$ cat src/rtl/pipeline_ctrl_pkg.sv
// Shared types and constants for the pipeline stall/flush sequencer.
package pipeline_ctrl_pkg;

    typedef enum logic [1:0] {
        IDLE     = 2'd0,
        RUN      = 2'd1,
        MEM_WAIT = 2'd2,
        ERROR    = 2'd3
    } state_e;

    localparam logic [31:0] NOP       = 32'b0;
    localparam int          REG_IDX_W = 5;

endpackage

$ cat src/rtl/pipeline_ctrl_hazard_detect.sv
// Load-use detector: the load in EX writes a register the instruction in ID reads.
module hazard_detect
    import pipeline_ctrl_pkg::*;
(
    input  logic                 mem_read_i,
    input  logic [REG_IDX_W-1:0] ex_rt_i,
    input  logic [REG_IDX_W-1:0] id_rs_i,
    input  logic [REG_IDX_W-1:0] id_rt_i,
    output logic                 load_use_o
);

    // r0 is hardwired to zero, so a load targeting it never creates a dependency
    assign load_use_o = mem_read_i && (ex_rt_i != '0) &&
                        ((ex_rt_i == id_rs_i) || (ex_rt_i == id_rt_i));

endmodule

$ cat src/rtl/pipeline_ctrl.sv
// Stall/flush sequencer for the 5-stage pipeline: memory freeze, load-use stall,
// branch flush, start gating and sticky memory-timeout error.
module pipeline_ctrl
    import pipeline_ctrl_pkg::*;
#(
    parameter int TIMEOUT = 16,
    parameter int CNT_W   = 32
) (
    input  logic                 clk_i,
    input  logic                 rst_i,
    input  logic                 start_i,
    input  logic                 IDEX_MemRead_i,
    input  logic [REG_IDX_W-1:0] IDEX_RegRt_i,
    input  logic [REG_IDX_W-1:0] IFID_RegRs_i,
    input  logic [REG_IDX_W-1:0] IFID_RegRt_i,
    input  logic                 Branch_taken_i,
    input  logic                 EXMEM_MemAccess_i,
    input  logic                 dmem_ack_i,
    output logic                 dmem_req_o,
    output logic                 PC_write_o,
    output logic                 IFID_write_o,
    output logic                 IDEX_write_o,
    output logic                 EXMEM_write_o,
    output logic                 MEMWB_write_o,
    output logic                 IFID_flush_o,
    output logic                 IDEX_bubble_o,
    output logic                 MEMWB_bubble_o,
    output logic                 error_o,
    output logic [CNT_W-1:0]     stall_cnt_o
);

    localparam int WAIT_W = $clog2(TIMEOUT + 1);

    state_e              state_q, state_d;
    logic [WAIT_W-1:0]   wait_q, wait_d, wait_inc;
    logic                error_q, error_d;
    logic [CNT_W-1:0]    stall_q, stall_d;
    logic                load_use;
    logic                mem_pending;

    hazard_detect u_hazard_detect (
        .mem_read_i (IDEX_MemRead_i),
        .ex_rt_i    (IDEX_RegRt_i),
        .id_rs_i    (IFID_RegRs_i),
        .id_rt_i    (IFID_RegRt_i),
        .load_use_o (load_use)
    );

    assign wait_inc = wait_q + WAIT_W'(1);

    always_comb begin
        state_d        = state_q;
        wait_d         = wait_q;
        error_d        = error_q;
        stall_d        = stall_q;
        mem_pending    = 1'b0;
        dmem_req_o     = 1'b0;
        PC_write_o     = 1'b0;
        IFID_write_o   = 1'b0;
        IDEX_write_o   = 1'b0;
        EXMEM_write_o  = 1'b0;
        MEMWB_write_o  = 1'b0;
        IFID_flush_o   = 1'b0;
        IDEX_bubble_o  = 1'b0;
        MEMWB_bubble_o = 1'b0;

        case (state_q)
            IDLE: begin
                if (start_i) begin
                    state_d = RUN;
                end
            end
            RUN, MEM_WAIT: begin
                // Once in MEM_WAIT the request is held regardless of the EX/MEM view
                mem_pending = (state_q == MEM_WAIT) || EXMEM_MemAccess_i;
                dmem_req_o  = mem_pending;
                if (mem_pending && !dmem_ack_i) begin
                    MEMWB_write_o  = 1'b1;
                    MEMWB_bubble_o = 1'b1;
                    if (state_q == RUN) begin
                        state_d = MEM_WAIT;
                        wait_d  = '0;
                    end else if (wait_inc == WAIT_W'(TIMEOUT)) begin
                        state_d = ERROR;
                        error_d = 1'b1;
                    end else begin
                        wait_d = wait_inc;
                    end
                end else begin
                    state_d       = RUN;
                    PC_write_o    = 1'b1;
                    IFID_write_o  = 1'b1;
                    IDEX_write_o  = 1'b1;
                    EXMEM_write_o = 1'b1;
                    MEMWB_write_o = 1'b1;
                    // The branch in ID re-resolves after the stall, so no flush here
                    if (load_use) begin
                        PC_write_o    = 1'b0;
                        IFID_write_o  = 1'b0;
                        IDEX_bubble_o = 1'b1;
                    end else if (Branch_taken_i) begin
                        IFID_flush_o = 1'b1;
                    end
                end
                if (!PC_write_o && (stall_q != {CNT_W{1'b1}})) begin
                    stall_d = stall_q + CNT_W'(1);
                end
            end
            ERROR: begin
                state_d = ERROR;
            end
            default: begin
                state_d = IDLE;
            end
        endcase
    end

    always_ff @(posedge clk_i or posedge rst_i) begin
        if (rst_i) begin
            state_q <= IDLE;
            wait_q  <= '0;
            error_q <= 1'b0;
            stall_q <= '0;
        end else begin
            state_q <= state_d;
            wait_q  <= wait_d;
            error_q <= error_d;
            stall_q <= stall_d;
        end
    end

    assign error_o     = error_q;
    assign stall_cnt_o = stall_q;

endmodule
$ cat config.mk
export PLATFORM = sky130hd
export DESIGN_NAME = pipeline_ctrl
export DESIGN_NICKNAME = d
export VERILOG_FILES = /design/src/rtl/pipeline_ctrl_pkg.sv /design/src/rtl/pipeline_ctrl_hazard_detect.sv /design/src/rtl/pipeline_ctrl.sv
export SDC_FILE = /design/constraint.sdc
export NUM_CORES = 1
export LEC_CHECK = 0
export CAP_MARGIN = 20
export CORE_MARGIN = 2
export CORE_UTILIZATION = 49
export CTS_BUF_LIST = sky130_fd_sc_hd__clkbuf_8 sky130_fd_sc_hd__clkbuf_16
export DETAILED_ROUTE_END_ITERATION = 6
export GPL_TIMING_DRIVEN = 0
export PLACE_DENSITY = 0.84
export SETUP_SLACK_MARGIN = 0.3
export SYNTH_ARGS = -nofsm -noshare
export SYNTH_HDL_FRONTEND = slang
export SYNTH_SLANG_ARGS = --single-unit
$ cat constraint.sdc
create_clock -name clk_i -period 2.84 [get_ports clk_i]
set_input_delay 0.284 -clock clk_i [delete_from_list [all_inputs] [get_ports clk_i]]
set_output_delay 0.284 -clock clk_i [all_outputs]
set_load 0.005 [all_outputs]
==> Word level (Yosys, flattened, before mapping) <==
Index checks and enable logic that the tools add are counted.
{ "op_classes": {"addsub": 2, "n_reduce_logical": 15, "n_bitwise": 1, "n_mux": 25, "n_eq_ne": 10} }
{ "ops": {"columns": ["cell", "count"], "rows": [
  ["$add 32x1->32 const B", 1],
  ["$ne 32x32->1 const B", 1],
  ["$mux 1", 18],
  ["$eq 5x5->1", 2],
  ["$mux 5", 2],
  ["$mux 2", 4],
  ["$pmux 2 s3", 1],
  ["$add 5x1->5 const B", 1],
  ["$eq 5x5->1 const B", 1],
  ["$reduce_bool 5->1", 1],
  ["$eq 2x2->1 const B", 2],
  ["$logic_and 1x1->1", 4],
  ["$ne 2x2->1 const B", 2],
  ["$ne 4x4->1 const B", 1],
  ["$reduce_and 2->1", 2],
  ["$reduce_and 4->1", 1],
  ["$reduce_and 3->1", 1],
  ["$eq 2x1->1 const B", 1],
  ["$logic_not 1->1", 2],
  ["$logic_not 2->1", 1],
  ["$logic_or 1x1->1", 2],
  ["$reduce_or 2->1", 1],
  ["$not 1->1", 1]
]} }
{ "word_totals": {"inputBits": 22, "out_inout_bits": 42, "word_cells": 57, "regBits": 40} }

==> Depth between registers and ports, before layout <==
Gate-level depths: netlist (run 1).
{ "depth": {"word_depth": 9, "mapped_depth": 8, "mapped_depth_nobuf": 8} }

==> Cells and area by module <==
A second synthesis (run 1) with hierarchy kept.
{ "unflattened": {"hier_cells": 223, "area_unflattened_um2": 2268.4} }
{ "modules_own_cells": {"columns": ["module", "cells_per_inst", "seq_area_each_um2", "area_each_um2", "instances"], "rows": [
  ["pipeline_ctrl", 206, 1001.0, 2143.3, 1],
  ["hazard_detect", 17, 0.0, 125.1, 1]
]} }

==> Worst setup path after synthesis (run 1) <==
OpenSTA, ideal clock, no wires.
{ "synth_path": {"kind": "register to register", "startpoint": "register state_q[0]", "endpoint": "register stall_q[1] (netlist: stall_cnt_o[1])", "path_stages_with_launch": 8, "path_slack_ns": 0.712, "required_time_ns": 2.715, "t_arrival_ns": 2.004, "path_buffers": 0, "setup_ns": 0.125, "cell_sequence": "dfrtp_1 inv_1 ha_1 o21a_1 a211oi_1 a21oi_1 nand2_1 mux2_2"} }
{ "synth_via": {"elab_chain_cells": 8, "word_cells_on_any_way": 10, "classes_between": "eq/ne: 2; mux: 2; reduce/logical: 6"} }
{ "synth_lines": {"columns": ["item", "line_no", "rtl"], "rows": [
  ["start: declaration", "pipeline_ctrl.sv:34", "state_e state_q, state_d;"],
  ["start signal: assignment", "pipeline_ctrl.sv:125", "state_q <= state_d;"],
  ["$eq 2x2->1", "pipeline_ctrl.sv:67, pipeline_ctrl.sv:75", null],
  ["$logic_or 1x1->1", "pipeline_ctrl.sv:75", "mem_pending = (state_q == MEM_WAIT) || EXMEM_MemAccess_i;"],
  ["$logic_and 1x1->1", "pipeline_ctrl.sv:77", "if (mem_pending && !dmem_ack_i) begin"],
  ["$mux 1", "pipeline_ctrl.sv:77", null],
  ["$mux 1", "pipeline_ctrl.sv:67", "case (state_q)"],
  ["$logic_not 1->1", "pipeline_ctrl.sv:105", "if (!PC_write_o && (stall_q != {CNT_W{1'b1}})) begin"],
  ["$logic_and 1x1->1", "pipeline_ctrl.sv:105", null],
  ["$reduce_and 2->1 (no line) *", null, null],
  ["end signal: assignment", "pipeline_ctrl.sv:128", "stall_q <= stall_d;"],
  ["end: declaration", "pipeline_ctrl.sv:37", "logic [CNT_W-1:0] stall_q, stall_d;"]
]} }
Every way passes the cells marked *; elsewhere a longest branch is shown, timed or not. The select of a mux whose other input is x is not followed.
A chain may end at the register's enable or synchronous reset.

==> Worst setup path in the final report (run 1) <==
{ "layout_path": {"startpoint": "register state_q[0]", "endpoint": "output IFID_flush_o"} }
{ "layout_via": {"elab_chain_cells": 5, "word_cells_on_any_way": 7, "classes_between": "eq/ne: 2; mux: 2; reduce/logical: 3"} }
{ "layout_lines": {"columns": ["item", "line_no", "rtl"], "rows": [
  ["$eq 2x2->1", "pipeline_ctrl.sv:67, pipeline_ctrl.sv:75", null],
  ["$logic_or 1x1->1", "pipeline_ctrl.sv:75", null],
  ["$logic_and 1x1->1", "pipeline_ctrl.sv:77", null],
  ["$mux 1", "pipeline_ctrl.sv:77", null],
  ["$mux 1 *", "pipeline_ctrl.sv:67", null],
  ["end: declaration", "pipeline_ctrl.sv:25", "output logic IFID_flush_o,"]
]} }
Every way passes the cells marked *; elsewhere a longest branch is shown, timed or not.

==> results of run 1 <==
sequential cells by signal, summed over array words and instances (netlist names):
name and cells:
error_o 1, state_q 2, stall_cnt_o 32, wait_q 5
power groups by stage:
stage | combinational (uW) | clock, uW | sequential (uW)
global placement | 730 | 0 | 739
global route | 868 | 429 | 744
finish | 793 | 409 | 733
detailed placement | 745 | 0 | 742
CTS | 762 | 413 | 732
floorplan | 425 | 0 | 723
critical path, cell delays in order, from the launching register on:
cell and delay (ns):
dfrtp_1 0.41, inv_1 0.11, ha_1 0.27, o21ai_2 0.17, nand2_1 0.11, a21oi_2 0.15
and2_1 0.14, clkdlybuf4s50_1 0.50
path summary, 6_finish.rpt:
check | start | to
setup / recovery | state_q[0] | IFID_flush_o
hold / removal | rst_i | stall_cnt_o[1]
setup reg to reg | state_q[0] | stall_cnt_o[1]
hold reg to reg | stall_cnt_o[14] | stall_cnt_o[14]
max in group asynchronous | rst_i | stall_cnt_o[19]
min in group clk_i | stall_cnt_o[14] | stall_cnt_o[14]
kinds of logic after synthesis:
logic type	Yosys count	synth area share
AO/OA/AOI/OAI	29	0.0909
XOR/XNOR	40	0.145
adder cells (fa/ha/maj)	7	0.0363
buffers and inverters	15	0.0280
flip-flops	40	0.415
multiplexers	3	0.0130
AND/OR/NAND/NOR	107	0.271
layout by cell type (no fill, tap or decap), types with 2 or more instances in the layout:
cell type	n
and3_1	11
inv_2	2
dlygate4sd2_1	3
nor3_1	6
or3_1	2
nand4_1	19
nand2_1	17
inv_1	7
dfrtp_1	40
clkinvlp_4	2
and2_1	2
nor4_4	2
ha_1	6
mux2i_1	2
nor2_1	5
nor4_1	4
nor2b_1	3
a21oi_1	6
nor3b_1	3
clkbuf_8	6
buf_2	3
buf_4	3
nand3_1	23
o21ai_0	3
nor4b_1	2
o22ai_1	2
and4_1	2
clkdlybuf4s50_1	59
xnor2_1	39
routing by layer:
layer	global-route usage	part of all wire	vias up
li1	-	-	1030
met1	0.289	0.44	1030
met2	0.385	0.51	65
met3	0.0271	0.039	6
met4	0.0929	0.014	0
met5	0	0	-
stage by stage:
step                cells  total power [uW]   util  instance area [um^2]
global route          380              2040  0.690                  3260
CTS                   379              1910  0.683                  3220
detailed placement    371              1490  0.661                  3120
global placement      371              1470  0.661                  3120
finish                380              1930  0.690                  3260
floorplan             241              1150      -                  2410
timing repair:
item / 4_1_cts / 5_1_grt
setup buffers: 0 / 1
resized for setup: 7 / 5
pin swaps: 0 / 1
hold buffers: 0 / 0
endpoints found under the setup margin: 5 / 23
cell type report:
| class | count | area [um^2] | share of cell area |
|---|---|---|---|
| Multi-Input combinational cell | 186 | 1370 | 0.421 |
| Sequential cell | 40 | 1000 | 0.307 |
| Timing Repair Buffer | 64 | 637 | 0.196 |
| Tap cell | 67 | 83.8 | 0.0257 |
| Clock buffer | 6 | 82.6 | 0.0254 |
| Buffer | 6 | 33.8 | 0.0104 |
| Inverter | 9 | 33.8 | 0.0104 |
| Clock inverter | 2 | 15.0 | 0.00461 |
==> results.json, run 1 <==
{
  "outcome": "finished, final reports clean",
  "critPathCaptureType": "output pin",
  "core_mm2": 0.00472,
  "drtIter0Drc": 130,
  "dp_slack_ns": 0.136,
  "cp-start-kind": "register",
  "yosysWarnings": 0,
  "synth_top_area_frac": 0.415,
  "dp_hpwl_um": 4130,
  "leakagePower_uw": 0.00135,
  "rsz0062_at_grt": "false",
  "synth_top_cell_by_area": "dfrtp_1",
  "synthArstFlopShare": 1.00,
  "rr_worst_depth": 7,
  "fp-row-count": 25,
  "critPathMaxFanout": 4,
  "syn2layout_area_growth_pct": 35.2,
  "htreeDepth": 2,
  "postRouteAntennaNets": 0,
  "slew_headroom": 0.439,
  "hp-class": "input port to async pin",
  "power_density_mw_per_mm2": 594,
  "cts_buffer_depth": 2,
  "fmax_mhz": 411,
  "drv_slew": 0,
  "hold_violations": 0,
  "portBuffers": 63,
  "antenna_cells": 0,
  "skew_ns": 0.00785,
  "routed_wirelength_um": 5700,
  "p_seq_frac": 0.379,
  "cp.arrival_ns": 2.15,
  "firstDrtPassIters": 4,
  "drt-wirelength-per-cell_um": 15.0,
  "antenna_found_initial": 0,
  "clock-sinks": 40,
  "cts-root-buf": "clkbuf_8",
  "first_global_vias": 2043,
  "synth_area_per_cell_um2": 10.0,
  "grt_pass1_wl_um": 9490,
  "ys_types": 47,
  "path_clk_slew_ns": 0.08,
  "synth_edf_count": 0,
  "yosysMostFrequentCell": "dfrtp_1",
  "yosysSeqAreaShare": 0.415,
  "p_int_uw": 1250,
  "fp.dieW_um": 74.1,
  "critPathKind": "register to output pin",
  "vdd_drop_max_v": 0.000514,
  "die_area_mm2": 0.00550,
  "avgViaCountPerCell": 5.61,
  "final_nets": 341,
  "overflow": 0,
  "syn_area_mm2": 0.00241,
  "synthTopCellsByArea": "dfrtp_1 42%, xnor2_1 14%, nand4_1 4.9%, nand3_1 4.8%, ha_1 3.6%",
  "grt_use_total": 0.225,
  "period_share": 0.857,
  "syn_nets": 270,
  "synth_common_cells": "40 x dfrtp_1, 39 x xnor2_1, 23 x nand3_1, 19 x nand4_1, 18 x nand2_1",
  "synth_seq_cells": 40,
  "cts_made_buffers": 5,
  "n_fill_cell": 374,
  "holdWs_ns": 0.470,
  "start_util": 0.510,
  "setup_ws_ns": 0.406,
  "synth_flop_cell": "dfrtp_1",
  "grt_max_degree": 41,
  "clkPwrFrac": 0.211,
  "vias": 2131,
  "required_ns": 2.56,
  "syn_inst": 241,
  "drive_above_1_share": 0.0990,
  "cap_violations": 0,
  "combPwrFrac": 0.410,
  "swShare": 0.354,
  "r2r_slack_ns": 0.55,
  "setup_violations": 0,
  "route.detailed.drc": 0,
  "die_h_um": 74.1,
  "gp_congestion": 0.814,
  "power_switching_uw": 685,
  "worst_slew_pin_slew_ns": 0.841,
  "layout_min_cycle_time_ns": 2.43,
  "io_pins": 64,
  "clock_latency_ns": 0.30,
  "tns_ns": 0,
  "cts_tree": "done"
}
(Power assumes the default switching activity.)
==> inputs of run 2 (changes only) <==
--- a/config.mk
+++ b/config.mk
@@ -5,13 +5,15 @@
 export SDC_FILE = /design/constraint.sdc
 export NUM_CORES = 1
 export LEC_CHECK = 0
+export ABC_AREA = 1
 export CAP_MARGIN = 20
 export CORE_MARGIN = 2
-export CORE_UTILIZATION = 49
+export CORE_UTILIZATION = 53
 export CTS_BUF_LIST = sky130_fd_sc_hd__clkbuf_8 sky130_fd_sc_hd__clkbuf_16
 export DETAILED_ROUTE_END_ITERATION = 6
+export DONT_BUFFER_PORTS = 1
 export GPL_TIMING_DRIVEN = 0
-export PLACE_DENSITY = 0.84
+export PLACE_DENSITY = 0.71
 export SETUP_SLACK_MARGIN = 0.3
 export SYNTH_ARGS = -nofsm -noshare
 export SYNTH_HDL_FRONTEND = slang
==> run 2 against run 1 <==
  * Area after synthesis up 22%
  * Largest cell class unchanged
  * Clock power up 1%
  * Die area up 12%
  * Setup slack better by 0.048 ns
  * Critical path type unchanged
==> results.json, run 2 <==
{
  "dp_cells": 499,
  "crit_top_cell": "buf_4",
  "critPathMaxFanout": 10,
  "synth_edf_count": 0,
  "die_area_mm2": 0.00617,
  "syn_area_mm2": 0.00295,
  "required_ns": 2.56,
  "stdcell_count": 506,
  "regArea_mm2": 0.00100,
  "synthTopCellsByArea": "dfrtp_1 34%, nand2_1 20%, nand4_1 7.6%, inv_1 6.0%, nor2_1 5.2%",
  "synth_area_per_cell_um2": 6.90,
  "yosysWarnings": 0,
  "ys_types": 29,
  "final_common_cell": "nand2_1",
  "cp.arrival_ns": 2.10,
  "report.power.total_uw": 1670,
  "largest_register_ffs": 32,
  "start_util": 0.542,
  "synth_common_cells": "157 x nand2_1, 47 x inv_1, 41 x nor2_1, 40 x dfrtp_1, 36 x nand4_1",
  "crit-reg2reg-launch": "state_q[1]",
  "critPathCaptureType": "output pin",
  "path_clk_slew_ns": 0.08,
  "postCtsHoldBufs": 0,
  "dpl_cell_area_mm2": 0.00304,
  "hold_violations": 0,
  "first_global_vias": 2571,
  "fp.dieW_um": 78.6,
  "cts-root-buf": "clkbuf_8",
  "drive_above_1_share": 0.118,
  "critPathTopFamily": "buffers and inverters",
  "hp-class": "input port to async pin",
  "core_mm2": 0.00544,
  "syn_nets": 456,
  "period_share": 0.840,
  "n_fill_cell": 524,
  "cts_buffer_depth": 2,
  "syn2layout_area_growth_pct": 6.79,
  "synthArstFlopShare": 1.00,
  "cts_tree": "done",
  "worst_slew_pin_slew_ns": 0.853,
  "cp_cell_sequence": "inv_1 > ha_1 > o21ai_4 > nand2_1 > buf_2 > buf_4 > nor2_2 > buf_4",
  "tns_ns": 0,
  "avgViaCountPerCell": 5.36,
  "drt-wirelength-per-cell_um": 13.6,
  "synth_flop_cell": "dfrtp_1",
  "io_pins": 64,
  "grt_pass1_wl_um": 11700,
  "antenna_cells": 0,
  "routed_wirelength_um": 6870,
  "leakagePower_uw": 0.00163,
  "cts_setup_buffers": 0,
  "final_nets": 463,
  "postRouteAntennaNets": 0,
  "stdcell_area_mm2": 0.00315,
  "synth_seq_cells": 40,
  "die_h_um": 78.6,
  "gp_congestion": 0.866,
  "clock-sinks": 40,
  "route.detailed.drc": 0,
  "setup_violations": 0,
  "fmax_mhz": 419,
  "yosysMostFrequentCell": "nand2_1",
  "synth_top_area_frac": 0.340,
  "layout_min_cycle_time_ns": 2.39,
  "crit_start": "state_q[0]",
  "portBuffers": 0,
  "vdd_drop_max_v": 0.000331,
  "final_cell_mix": "157 x nand2_1, 46 x inv_1, 40 x nor2_1, 40 x dfrtp_1, 36 x nand4_1",
  "yosysSeqAreaShare": 0.340,
  "cp_slowest_stage_delay_ns": 0.40,
  "power_density_mw_per_mm2": 530,
  "drv_slew": 0,
  "slew_headroom": 0.431,
  "antenna_found_initial": 0,
  "cap_violations": 0,
  "skew_ns": 0.00565,
  "cp.buffers_inverters": 4,
  "cp-start-kind": "register",
  "multi_input_area_mm2": 0.00164,
  "holdWs_ns": 0.0299,
  "crit_path_top_delay_cell": "dfrtp_1",
  "cts_made_buffers": 5,
  "syn_inst": 427,
  "grt_max_degree": 41,
  "synth_top_cell_by_area": "dfrtp_1",
  "dp_hpwl_um": 5110,
  "clock_latency_ns": 0.30,
  "outcome": "finished, final reports clean",
  "firstDrtPassIters": 4,
  "rsz0062_at_grt": "false",
  "vias": 2710,
  "critPathKind": "register to output pin",
  "htreeDepth": 2,
  "drtIter0Drc": 135,
  "fp-row-count": 27,
  "overflow": 0,
  "grt_use_total": 0.237
}
==> run 2: changes by cell type after synthesis, sizes merged, moves of 4 or more <==
cell | previous run | this run
xnor2 | 39 | 6
a21oi | 7 | 0
inv | 9 | 54
nand4 | 20 | 36
buf | 5 | 14
nor2 | 5 | 48
nand3b | 0 | 4
nor4 | 6 | 1
xor2 | 1 | 11
and3 | 11 | 1
nand3 | 23 | 29
nand2 | 18 | 161
==> run 2: metrics by stage <==
stage                     worst slack [ns]  utilization
after detailed placement             0.336        0.559
after CTS                            0.391        0.577
after floorplan                      0.782            -
after global placement               0.383        0.559
after global routing                 0.302        0.579
final                                0.454        0.579
==> run 2: timing repair <==
action                     in CTS  in global routing
cloned                          0                  0
setup endpoints to repair       2                  1
pin swaps                       0                  0
gates resized for setup         3                  1
==> run 2: final timing paths <==
check | to | slack [ns] | cells past startpoint
min | stall_cnt_o[20] | 0.03 | 1
min in group clk_i | state_q[0] | 0.16 | 2
max | PC_write_o | 0.45 | 8
max in group asynchronous | wait_q[3] | 2.26 | 1
min reg2reg | wait_q[4] | 0.50 | 2
max reg2reg | stall_cnt_o[4] | 0.64 | 7
==> run 2: layout make-up <==
class                      count  share of cell area
inverter                      54              0.0644
clock buffer                   7              0.0306
buffer                        16              0.0390
sequential                    40               0.318
multi-input combinational    317               0.519
tap                           72              0.0286
==> run 2: power by group <==
part           switching, uW  internal [uW]  total (uW)
clock                    197            216         414
sequential              74.5            623         698
combinational            377            179         556
total                    649           1020        1670
==> run 2: cell families (layout without fill, tap and decap cells) <==
| kind of cell | after synthesis | count (layout) | synth area share |
|---|---|---|---|
| flops | 40 | 40 | 0.340 |
| buf+inv | 70 | 77 | 0.110 |
| simple gates | 285 | 285 | 0.453 |
| xor+xnor | 17 | 17 | 0.0505 |
| compound gates | 8 | 8 | 0.0170 |
| fa+ha+maj | 7 | 7 | 0.0297 |
==> run 2: metal layers <==
layer  track usage  part of all wire  up-vias
met1         0.279              0.42     1262
met5             0                 0        -
met4        0.0719             0.016        0
li1              -                 -     1367
met3        0.0655             0.064       11
met2         0.419              0.50       70
==> run 2: worst reg2reg max path, cell delays in order (launching register included) <==
cell and delay (ns):
dfrtp_1 0.40, inv_1 0.08, ha_1 0.32, clkbuf_1 0.31, buf_1 0.43, clkbuf_1 0.37, nand4_1 0.14, nand2_1 0.09
